--- src/rtl/program_loader.sv ---
// Byte-stream program loader: assembles big-endian 32-bit words from a valid/ready
// byte stream, writes them to instruction memory and holds the core until the load completes.
module program_loader #(
  parameter int ADDR_WIDTH = 8,
  parameter int MAX_WORDS  = 64
) (
  input  logic                  clk,
  input  logic                  reset,
  input  logic                  start,
  input  logic                  byte_valid,
  input  logic [7:0]            byte_data,
  output logic                  byte_ready,
  output logic                  mem_write_enable,
  output logic [ADDR_WIDTH-1:0] mem_write_address,
  output logic [31:0]           mem_write_data,
  output logic                  pc_enable,
  output logic                  if_id_enable,
  output logic                  core_reset,
  output logic                  busy,
  output logic                  done,
  output logic                  error,
  output logic [7:0]            word_count
);

  typedef enum logic [2:0] {
    S_IDLE,
    S_HEADER,
    S_LOAD,
    S_WRITE,
    S_DONE,
    S_ERROR
  } state_e;

  state_e                state_q, state_d;
  logic [7:0]            len_q, len_d;
  logic [7:0]            index_q, index_d;
  logic [7:0]            word_count_q, word_count_d;
  logic [31:0]           word_q, word_d;
  logic [1:0]            byte_cnt_q, byte_cnt_d;
  logic [ADDR_WIDTH-1:0] wr_addr_q, wr_addr_d;
  logic [31:0]           wr_data_q, wr_data_d;
  logic                  wr_en_q, wr_en_d;
  logic                  release_q, release_d;
  logic                  busy_q, busy_d;
  logic                  done_q, done_d;
  logic                  error_q, error_d;
  logic                  accept;
  logic [31:0]           shifted_word;

  // byte_ready is the only unregistered output and depends on the current state alone.
  assign byte_ready   = (state_q == S_HEADER) || (state_q == S_LOAD);
  assign accept       = byte_valid && byte_ready;
  assign shifted_word = {word_q[23:0], byte_data};

  // NOTE: every variable gets a default before the case so no path leaves it unassigned,
  // which would otherwise infer a latch.
  always_comb begin
    state_d      = state_q;
    len_d        = len_q;
    index_d      = index_q;
    word_count_d = word_count_q;
    word_d       = word_q;
    byte_cnt_d   = byte_cnt_q;
    wr_addr_d    = wr_addr_q;
    wr_data_d    = wr_data_q;

    case (state_q)
      S_IDLE, S_DONE, S_ERROR: begin
        if (start) state_d = S_HEADER;
      end
      S_HEADER: begin
        if (accept) begin
          if ((byte_data == 8'd0) || (32'(byte_data) > MAX_WORDS)) begin
            state_d = S_ERROR;
          end else begin
            len_d        = byte_data;
            index_d      = 8'd0;
            word_count_d = 8'd0;
            word_d       = 32'd0;
            byte_cnt_d   = 2'd0;
            state_d      = S_LOAD;
          end
        end
      end
      S_LOAD: begin
        if (accept) begin
          word_d     = shifted_word;
          byte_cnt_d = byte_cnt_q + 2'd1;
          if (byte_cnt_q == 2'd3) begin
            wr_addr_d = {index_q[ADDR_WIDTH-3:0], 2'b00};
            wr_data_d = shifted_word;
            state_d   = S_WRITE;
          end
        end
      end
      S_WRITE: begin
        index_d      = index_q + 8'd1;
        word_count_d = word_count_q + 8'd1;
        word_d       = 32'd0;
        state_d      = ((index_q + 8'd1) == len_q) ? S_DONE : S_LOAD;
      end
      default: state_d = S_IDLE;
    endcase

    // Registered outputs are decoded from the next state so they line up with the state register.
    wr_en_d   = (state_d == S_WRITE);
    release_d = (state_d == S_DONE);
    busy_d    = (state_d == S_HEADER) || (state_d == S_LOAD) || (state_d == S_WRITE);
    done_d    = (state_d == S_DONE);
    error_d   = (state_d == S_ERROR);
  end

  // NOTE: sequential state uses non-blocking assignments so all flops update together at the edge.
  always_ff @(posedge clk or negedge reset) begin
    if (!reset) begin
      state_q      <= S_IDLE;
      len_q        <= 8'd0;
      index_q      <= 8'd0;
      word_count_q <= 8'd0;
      word_q       <= 32'd0;
      byte_cnt_q   <= 2'd0;
      wr_addr_q    <= '0;
      wr_data_q    <= 32'd0;
      wr_en_q      <= 1'b0;
      release_q    <= 1'b0;
      busy_q       <= 1'b0;
      done_q       <= 1'b0;
      error_q      <= 1'b0;
    end else begin
      state_q      <= state_d;
      len_q        <= len_d;
      index_q      <= index_d;
      word_count_q <= word_count_d;
      word_q       <= word_d;
      byte_cnt_q   <= byte_cnt_d;
      wr_addr_q    <= wr_addr_d;
      wr_data_q    <= wr_data_d;
      wr_en_q      <= wr_en_d;
      release_q    <= release_d;
      busy_q       <= busy_d;
      done_q       <= done_d;
      error_q      <= error_d;
    end
  end

  assign mem_write_enable  = wr_en_q;
  assign mem_write_address = wr_addr_q;
  assign mem_write_data    = wr_data_q;
  assign pc_enable         = release_q;
  assign if_id_enable      = release_q;
  assign core_reset        = !release_q;
  assign busy              = busy_q;
  assign done              = done_q;
  assign error             = error_q;
  assign word_count        = word_count_q;

endmodule

--- config.mk ---
export PLATFORM = sky130hd
export DESIGN_NAME = program_loader
export DESIGN_NICKNAME = d
export VERILOG_FILES = /design/src/rtl/program_loader.sv
export SDC_FILE = /design/constraint.sdc
export NUM_CORES = 1
export LEC_CHECK = 0
export CAP_MARGIN = 10
export CORE_MARGIN = 2
export CORE_UTILIZATION = 55
export CTS_BUF_LIST = sky130_fd_sc_hd__clkbuf_8
export DETAILED_ROUTE_END_ITERATION = 10
export PLACE_DENSITY = 0.86
export SLEW_MARGIN = 30
export SYNTH_ARGS = -nofsm -noshare
export SYNTH_HDL_FRONTEND = slang
export SYNTH_SLANG_ARGS = --single-unit
--- constraint.sdc ---
create_clock -name clk -period 3.21 [get_ports clk]
set_clock_uncertainty 0.05 [all_clocks]
set_input_delay 0.642 -clock clk [delete_from_list [all_inputs] [get_ports clk]]
set_output_delay 0.642 -clock clk [all_outputs]
set_load 0.01 [all_outputs]
**Yosys cells after proc, flatten, opt, wreduce, memory -nomap -nowiden**

Index checks and enable logic that the tools add are counted.

- Memories: 0
- Logic and storage cells: 68
- Flip-flop bits (word level): 95
- Bits in latches: 0
- RAM bits: 0
- Memory bits (read-only): 0
- Output and inout port bits: 56
- Bits of input ports: 12

- Muxes and demuxes: 19
- Div/mod/pow operators: 0
- Add/subtract/negate cells: 3
- Equality and inequality tests: 15
- Shift-type cells: 0
- Bitwise logic cells: 1
- Order comparisons: 1
- Reductions and logical operators: 17
- $mul: 0

Operators with widths:

| cell | number |
|---|---|
| 24-bit two-way mux | 3 |
| 24-bit case mux with 3 select lines | 1 |
| 8-bit case mux with 2 select lines | 2 |
| 3-bit two-way mux | 6 |
| 8-bit by 1-bit adder with 8-bit output (second input constant) | 2 |
| 8-bit two-way mux | 2 |
| 3-bit by 2-bit equality test with 1-bit output (second input constant) | 4 |
| 3-bit equality test (second input constant) | 4 |
| 3-bit case mux with 4 select lines | 1 |
| 3-bit AND reduction | 3 |
| 8-bit equality test | 1 |
| 8-bit by 7-bit greater-than comparator with 1-bit output (second input constant) | 1 |
| 8-bit logical NOT | 1 |
| 4-bit AND reduction | 2 |
| 3-bit by 1-bit equality test with 1-bit output (second input constant) | 2 |
| 2-bit two-way mux | 3 |
| 2-bit inequality test (second input constant) | 3 |
| 1-bit logical OR | 4 |
| 2-bit case mux with 2 select lines | 1 |
| 2-bit nonzero test | 2 |
| 3-bit logical NOT | 1 |
| 3-bit nonzero test | 1 |
| 3-bit OR reduction | 1 |
| 2-bit by 1-bit adder with 2-bit output (second input constant) | 1 |
| 4 further kinds | 4 |

**Depth between registers and ports, before layout**

Gate-level depths: netlist of the first run.

- Depth after elaboration: 8
- Depth in mapped cells: 7
- Depth with buffers taken out: 7

**Worst setup path after synthesis of the first run**

OpenSTA, ideal clock, no wires.

- Kind: input -> register
- Start point: input byte_data[0]
- End point: register word_q[10]
- Stages on the path: 7
- Path buffers: 1
- Data required time: 3.039 ns
- Path slack: 1.010 ns
- Arrival time: 2.029 ns
- Library setup time: 0.121 ns
- Cell sequence: nor4_4 > nand3_2 > a21oi_2 > nand2_2 > a211o_4 > buf_6 > a22o_1

- Cells in the longest elaborated chain, start to end: 4
- Elaborated cells on any way between the ends: 5
- Classes of those cells: order compare: 1; eq/ne: 1; reduce/logical: 3

Ends and longest elaborated chain:

| what | line | RTL |
|---|---|---|
| from (decl) | 11 | `input logic [7:0] byte_data,` |
| 8-bit by 7-bit greater-than comparator with 1-bit output or 8-bit logical NOT (tied branches) | 73 | `if ((byte_data == 8'd0) \|\| (32'(byte_data) > MAX_WORDS)) begin` |
| 1-bit logical OR (*) | 73 |  |
| 2-bit inequality test (no line) (*) | n/a |  |
| 4-bit AND reduction (no line) (*) | n/a |  |
| to (signal assigned) | 134 | `word_q <= word_d;` |
| to (decl) | 38 | `logic [31:0] word_q, word_d;` |

Mark *: on every way between the ends. The rest lies on a longest branch, timed or not.
A chain may end at the register's enable or synchronous reset.

**Worst setup path in the final report of the first run**

- Start point: input byte_data[0]
- End point: register state_q[1]

- Cells in the longest elaborated chain, start to end: 5
- Elaborated cells on any way between the ends: 6
- Classes of those cells: order compare: 1; mux: 3; reduce/logical: 2

Ends and longest elaborated chain:

| what | line | RTL |
|---|---|---|
| 8-bit by 7-bit greater-than comparator with 1-bit output or 8-bit logical NOT (tied branches) | 73 |  |
| 1-bit logical OR (*) | 73 |  |
| 3-bit two-way mux (*) | 73 |  |
| 3-bit two-way mux (*) | 72 | `if (accept) begin` |
| 3-bit case mux with 4 select lines (*) | 67 | `case (state_q)` |
| via state_d[1] | 34 | `state_e state_q, state_d;` |
| to (signal assigned) | 130 | `state_q <= state_d;` |
| to (decl) | 34 |  |

Mark *: on every way through the listed nets, which the timed path passes. The rest lies on a longest branch.

==> results.toml, run 1 <==
[setup_path]
cp_max_fo = 11
cpPeakStageDelay_ps = 500
cp_num_buf_inv = 1
crit_type = "primary input to register"
cp.arrival_ps = 2800
worst_path_max_delay_cell = "clkdlybuf4s50_1"
crit_path_end_kind = "register"
cp_cell_sequence = "clkdlybuf4s50_1, nor4_4, nand3_2, a21oi_2, nand4_1, a21oi_1, o21a_1"
worstPathRequired_ps = 3470
critPathLaunchType = "primary input"
crit_family = "simple AND/OR/NAND/NOR gates"

[placement]
place_congestion = 0.875
numPortBuffers = 65
dp_hpwl_um = 5730

[logic_synthesis]
synth_top_area_cell = "dfrtp_1"
synth_top_family_by_area = "compound AO/OA/AOI/OAI gates"
synth_mux_area_share_pct = 10.1
ys_async_sr_fraction_pct = 100
syn_avg_cell_area_um2 = 12.3
ys_ff_latch = 95
ys.flop_type = "dfrtp_1"
synth_area_um2 = 4130
synth_top_area_share_pct = 57.6
synthAdderAreaFrac_pct = 0.910
synthCells = 336
synth_cell_types = 48
synth-compound-area-share_pct = 13.4
synth.top_cells.by_area = "dfrtp_1 58%, mux2_2 8.7%, a22o_1 4.2%, nand2_1 3.5%, o21ai_0 2.8%"
yosys.area_share.simple_pct = 10.9
ys_warn_count = 0
synth_edf_count = 0
synth_xor_xnor_area_share_pct = 2.76
ys_seq_area_share_pct = 57.6

[detailed_routing]
drcViolationCount = 0
drtIter0Drc = 177
firstDrtPassIters = 5
vias_per_cell = 5.74
wirelength_um = 8490
wl_per_cell_um = 16.9
vias = 2888
antenna_left = 0

[clock_network]
htree_levels = 3
path_clk_slew_ps = 90
clockBufferDepth = 2
post_cts_buffers = 0
hold_buffers = 0
cts_tree = "built"
cts_buffers = 9
worstSkewPairLatency_ps = 370
root_buffer = "clkbuf_8"
cts_resized = 0
cts_sinks = 95

[min_path]
worstHoldPathType = "primary input to async pin"

[grt]
overflow = 0
grt_max_degree = 51
grt_usage_pct = 21.8
grtUsageMet2_pct = 33.0
grt_use_met3_pct = 5.01
grt.busiest_layer = "met2"
grt_pass1_wl_um = 14300
met1_usage_pct = 29.7
antenna_found_initial = 0
grt_pass1_vias = 2899

[floorplan]
die_h_um = 90.6
die_w_um = 90.6
core_um2 = 7250
dieArea_um2 = 8210
start_util_pct = 56.9
ios = 68
rows = 31

[sta]
report.final.slew_viol_count = 0
rsz0062_at_grt = "false"
whs_ps = 238
finalSetupTns_ps = 0
worstMarginPinSlew_ps = 653
finalSetupViolCount = 0
finalHoldViolCount = 0
relSlewSlack_pct = 56.5
period_needed_ps = 2540
fmax_mhz = 393
fin_crit_sh_pct = 79.2

[final_layout]
multi_input_area_um2 = 1580
diodes = 0
fin_nets = 414
area_delta_synth_final_pct = 21.3
seqCellArea_um2 = 2380
num-fill-cells = 523
layout-drive-gt1-share_pct = 17.8

[power_and_ir_drop]
ir_worst_vdd_v = 0.000433
p_total_w = 0.00359
p_per_area_nw_per_um2 = 717
p_leak_nw = 2.34

[outcome]
outcome = "completed"

[flow_run]
maxCapViolations = 0
-- power by group --
group          total, W  switching [W]  internal, W
Clock          0.000743       0.000445     0.000298
Combinational   0.00108       0.000517     0.000563
Sequential      0.00177       0.000304      0.00146
-- per-layer routing --
metal / share of wire [%] / vias up / wire length [µm]
li1: - / 1315 / -
met1: 43 / 1458 / 3630
met2: 50 / 97 / 4210
met3: 5.5 / 18 / 468
met4: 2.1 / 0 / 180
met5: 0 / - / 0
-- state kept, by name (all words and copies together), names as in the netlist --
| signal | count |
|---|---|
| error | 1 |
| mem_write_enable | 1 |
| word_q | 24 |
| mem_write_data | 32 |
| mem_write_address | 6 |
| done | 1 |
| state_q | 3 |
| busy | 1 |
| word_count | 8 |
| byte_cnt_q | 2 |
| len_q | 8 |
| index_q | 8 |
-- area by class of cell --
| type | count | share of cell area (%) |
|---|---|---|
| flip-flops and latches | 95 | 47.5 |
| multi-input cells | 216 | 31.6 |
| repair buffers | 71 | 14.3 |
| clock buffers | 9 | 2.47 |
| well taps | 99 | 2.47 |
| clock inverters | 7 | 1.20 |
| inverters | 6 | 0.450 |
-- through the flow --
| step | utilization (%) | instances | cell area (µm²) | setup slack (ps) |
|---|---|---|---|---|
| after global placement | 66.5 | 487 | 4820 | 363 |
| after detailed placement | 66.5 | 487 | 4820 | 326 |
| after global routing | 69.0 | 503 | 5010 | 519 |
| after floorplan | - | 337 | 4130 | 1010 |
| final | 69.0 | 503 | 5010 | 667 |
| after CTS | 69.0 | 503 | 5010 | 711 |
-- placed cells by master, fill, tap and decap left out, types with 3 or more instances in the layout --
cell and count:
nand3_1 3, a21oi_1 9, nor3_1 3, mux2_2 32, buf_4 5, nand2_1 38
xor2_1 6, clkbuf_8 9, a22o_1 20, nor2_1 16, o21ai_0 23, nand4_1 6
xnor2_1 7, and3_1 5, clkdlybuf4s50_1 64, a22o_2 4, ha_1 3, inv_6 4
dfrtp_1 95, inv_1 5, nand2b_1 3, mux2_1 5
-- synth_stat cells, types with 5 or more instances --
| cell | count |
|---|---|
| buf_4 | 5 |
| o21ai_0 | 23 |
| xor2_1 | 6 |
| a22o_1 | 20 |
| xnor2_1 | 7 |
| nand2_1 | 39 |
| buf_2 | 6 |
| nand4_1 | 6 |
| mux2_2 | 32 |
| dfrtp_1 | 95 |
| nor2_1 | 16 |
| and3_1 | 5 |
| a21oi_1 | 9 |
| inv_1 | 5 |
| mux2_1 | 5 |
-- cells by family after synthesis --
logic type / count (synthesis)
xor+xnor: 13
other cells: 1
flops: 95
simple gates: 88
mux: 37
fa+ha+maj: 3
buf+inv: 26
compound gates: 73
-- worst paths after layout --
path,startpoint,end,slack (ps),cells past startpoint
worst min-delay path,reset,word_count[4]$_DFFE_PN0P_,240,1
worst max register to register,index_q[0]$_DFFE_PN0P_,busy$_DFF_PN0_,840,7
worst max-delay path,byte_data[0],state_q[1]$_DFF_PN0_,670,7
max in group asynchronous,reset,mem_write_data[26]$_DFFE_PN0P_,2190,2
min in group clk,mem_write_address[6]$_DFFE_PN0P_,mem_write_address[6]$_DFFE_PN0P_,440,2
worst min register to register,mem_write_address[6]$_DFFE_PN0P_,mem_write_address[6]$_DFFE_PN0P_,440,2
Note: power is estimated with default switching activity, not from simulation.
==> run 2, diff against run 1 <==
- clock period: 3.21 -> 2.5 ns (I/O delays scaled with it)
==> run 2 against run 1 <==
Against the previous run:
- clock power increased by 33%
- core utilization increased by 2.2 points
- via count increased by 2.9%
- first-iteration DRC count decreased by 7.3%
- power increased by 31%
- critical path depth unchanged
- non-clock buffer count increased by 19
- clock-buffer cell count increased by 1
- die area unchanged
- hold slack improved by 200 ps
- largest power group unchanged
==> results.toml, run 2 (synthesized netlist as in run 1, its figures left out) <==
[final_layout]
diodes = 0
layout_commonest_cell = "dfrtp_1"
fin_area_um2 = 5160
multi_input_area_um2 = 1580
area_delta_synth_final_pct = 25.1
largest_reg_flops = 32
seqCellArea_um2 = 2380
num-fill-cells = 530
layout-drive-gt1-share_pct = 21.3
final_cell_mix = "95 x dfrtp_1, 64 x clkdlybuf4s50_1, 38 x nand2_1"
final_cells = 522
fin_nets = 433

[sta]
fmax_mhz = 440
finalHoldViolCount = 0
rsz0062_at_grt = "false"
setup_slack_ps = 227
whs_ps = 442
fin_crit_sh_pct = 90.9
finalSetupViolCount = 0
report.final.slew_viol_count = 0
finalSetupTns_ps = 0
period_needed_ps = 2270

[placement]
place_congestion = 0.846
post-place-cells = 505
dp_hpwl_um = 6030
numPortBuffers = 65
post-place-ws_ps = -160
post_dp_cell_area_um2 = 4960

[floorplan]
rows = 31
ios = 68
dieArea_um2 = 8210
die_w_um = 90.6
core_um2 = 7250
start_util_pct = 56.9
die_h_um = 90.6

[outcome]
outcome = "completed"

[setup_path]
critPathLaunchType = "primary input"
crit_type = "primary input to register"
worstPathRequired_ps = 2690
crit_path_end_kind = "register"
cp_max_fo = 8
cp.arrival_ps = 2470
reg2reg_depth = 7

[min_path]
worst_hold_path.num_cells = 2
worstHoldPathType = "register to register"

[detailed_routing]
drtIter0Drc = 164
firstDrtPassIters = 4
vias_per_cell = 5.70
wl_per_cell_um = 16.6
antenna_left = 0
vias = 2973
drcViolationCount = 0
wirelength_um = 8680

[clock_network]
cts_resized = 0
hold_buffers = 1
cts_sinks = 95
clockBufferDepth = 2
cts_tree = "built"
worstSkewPairLatency_ps = 370
path_clk_slew_ps = 90
root_buffer = "clkbuf_8"
post_cts_buffers = 0
htree_levels = 3
cts_buffers = 9

[grt]
overflow = 0
grt_max_degree = 48
grt_usage_pct = 22.0
grt_pass1_wl_um = 14200
grt_pass1_vias = 2937
antenna_found_initial = 0

[flow_run]
maxCapViolations = 0

[power_and_ir_drop]
ir_worst_vdd_v = 0.000568
p_leak_nw = 2.44
p_per_area_nw_per_um2 = 910
[run 2: metal layers]
metal  vias to the layer above  global-route usage (%)  share of wire, %
li1                       1361                       -                 -
met1                      1509                    29.0                43
met2                        82                    35.3                50
met3                        21                    4.42               4.8
met4                         0                    10.1               2.5
met5                         -                       0                 0
[run 2: per-stage QoR]
step | power, W | utilization [%]
global placement | 0.00364 | 68.4
finish | 0.00470 | 71.2
global route | 0.00497 | 71.2
CTS | 0.00473 | 71.2
detailed placement | 0.00372 | 68.4
floorplan | 0.00309 | -
[run 2: area by class of cell]
| class | instances | area share, % |
|---|---|---|
| Inverter | 6 | 0.436 |
| Timing Repair Buffer | 90 | 16.7 |
| Clock inverter | 6 | 1.11 |
| Tap cell | 99 | 2.40 |
| Sequential cell | 95 | 46.0 |
| Multi-Input combinational cell | 216 | 30.6 |
| Clock buffer | 10 | 2.67 |
[run 2: path summary, 6_finish.rpt]
check	start	end	slack, ps
setup / recovery	byte_data[0]	index_q[7]$_DFFE_PN0P_	230
min in group asynchronous	reset	mem_write_data[9]$_DFFE_PN0P_	510
max in group asynchronous	reset	word_q[10]$_DFFE_PN0P_	1270
setup reg to reg	index_q[0]$_DFFE_PN0P_	busy$_DFF_PN0_	260
hold reg to reg	mem_write_address[6]$_DFFE_PN0P_	mem_write_address[6]$_DFFE_PN0P_	440
hold / removal	mem_write_address[6]$_DFFE_PN0P_	mem_write_address[6]$_DFFE_PN0P_	440
[run 2: report_power, final]
| group | internal [W] | total [W] | leakage, nW | switching (W) |
|---|---|---|---|---|
| combinational | 0.000783 | 0.00151 | 1.04 | 0.000724 |
| clock | 0.000415 | 0.000991 | 0.102 | 0.000575 |
| sequential | 0.00188 | 0.00220 | 1.29 | 0.000326 |
[run 2: worst max-delay path, cell delays in order]
cell and delay, ps:
clkdlybuf4s50_1 460, nor4_4 370, nand3_2 160, a2111oi_4 470, nor2_2 160, o21ai_0 220
o21ai_0 130
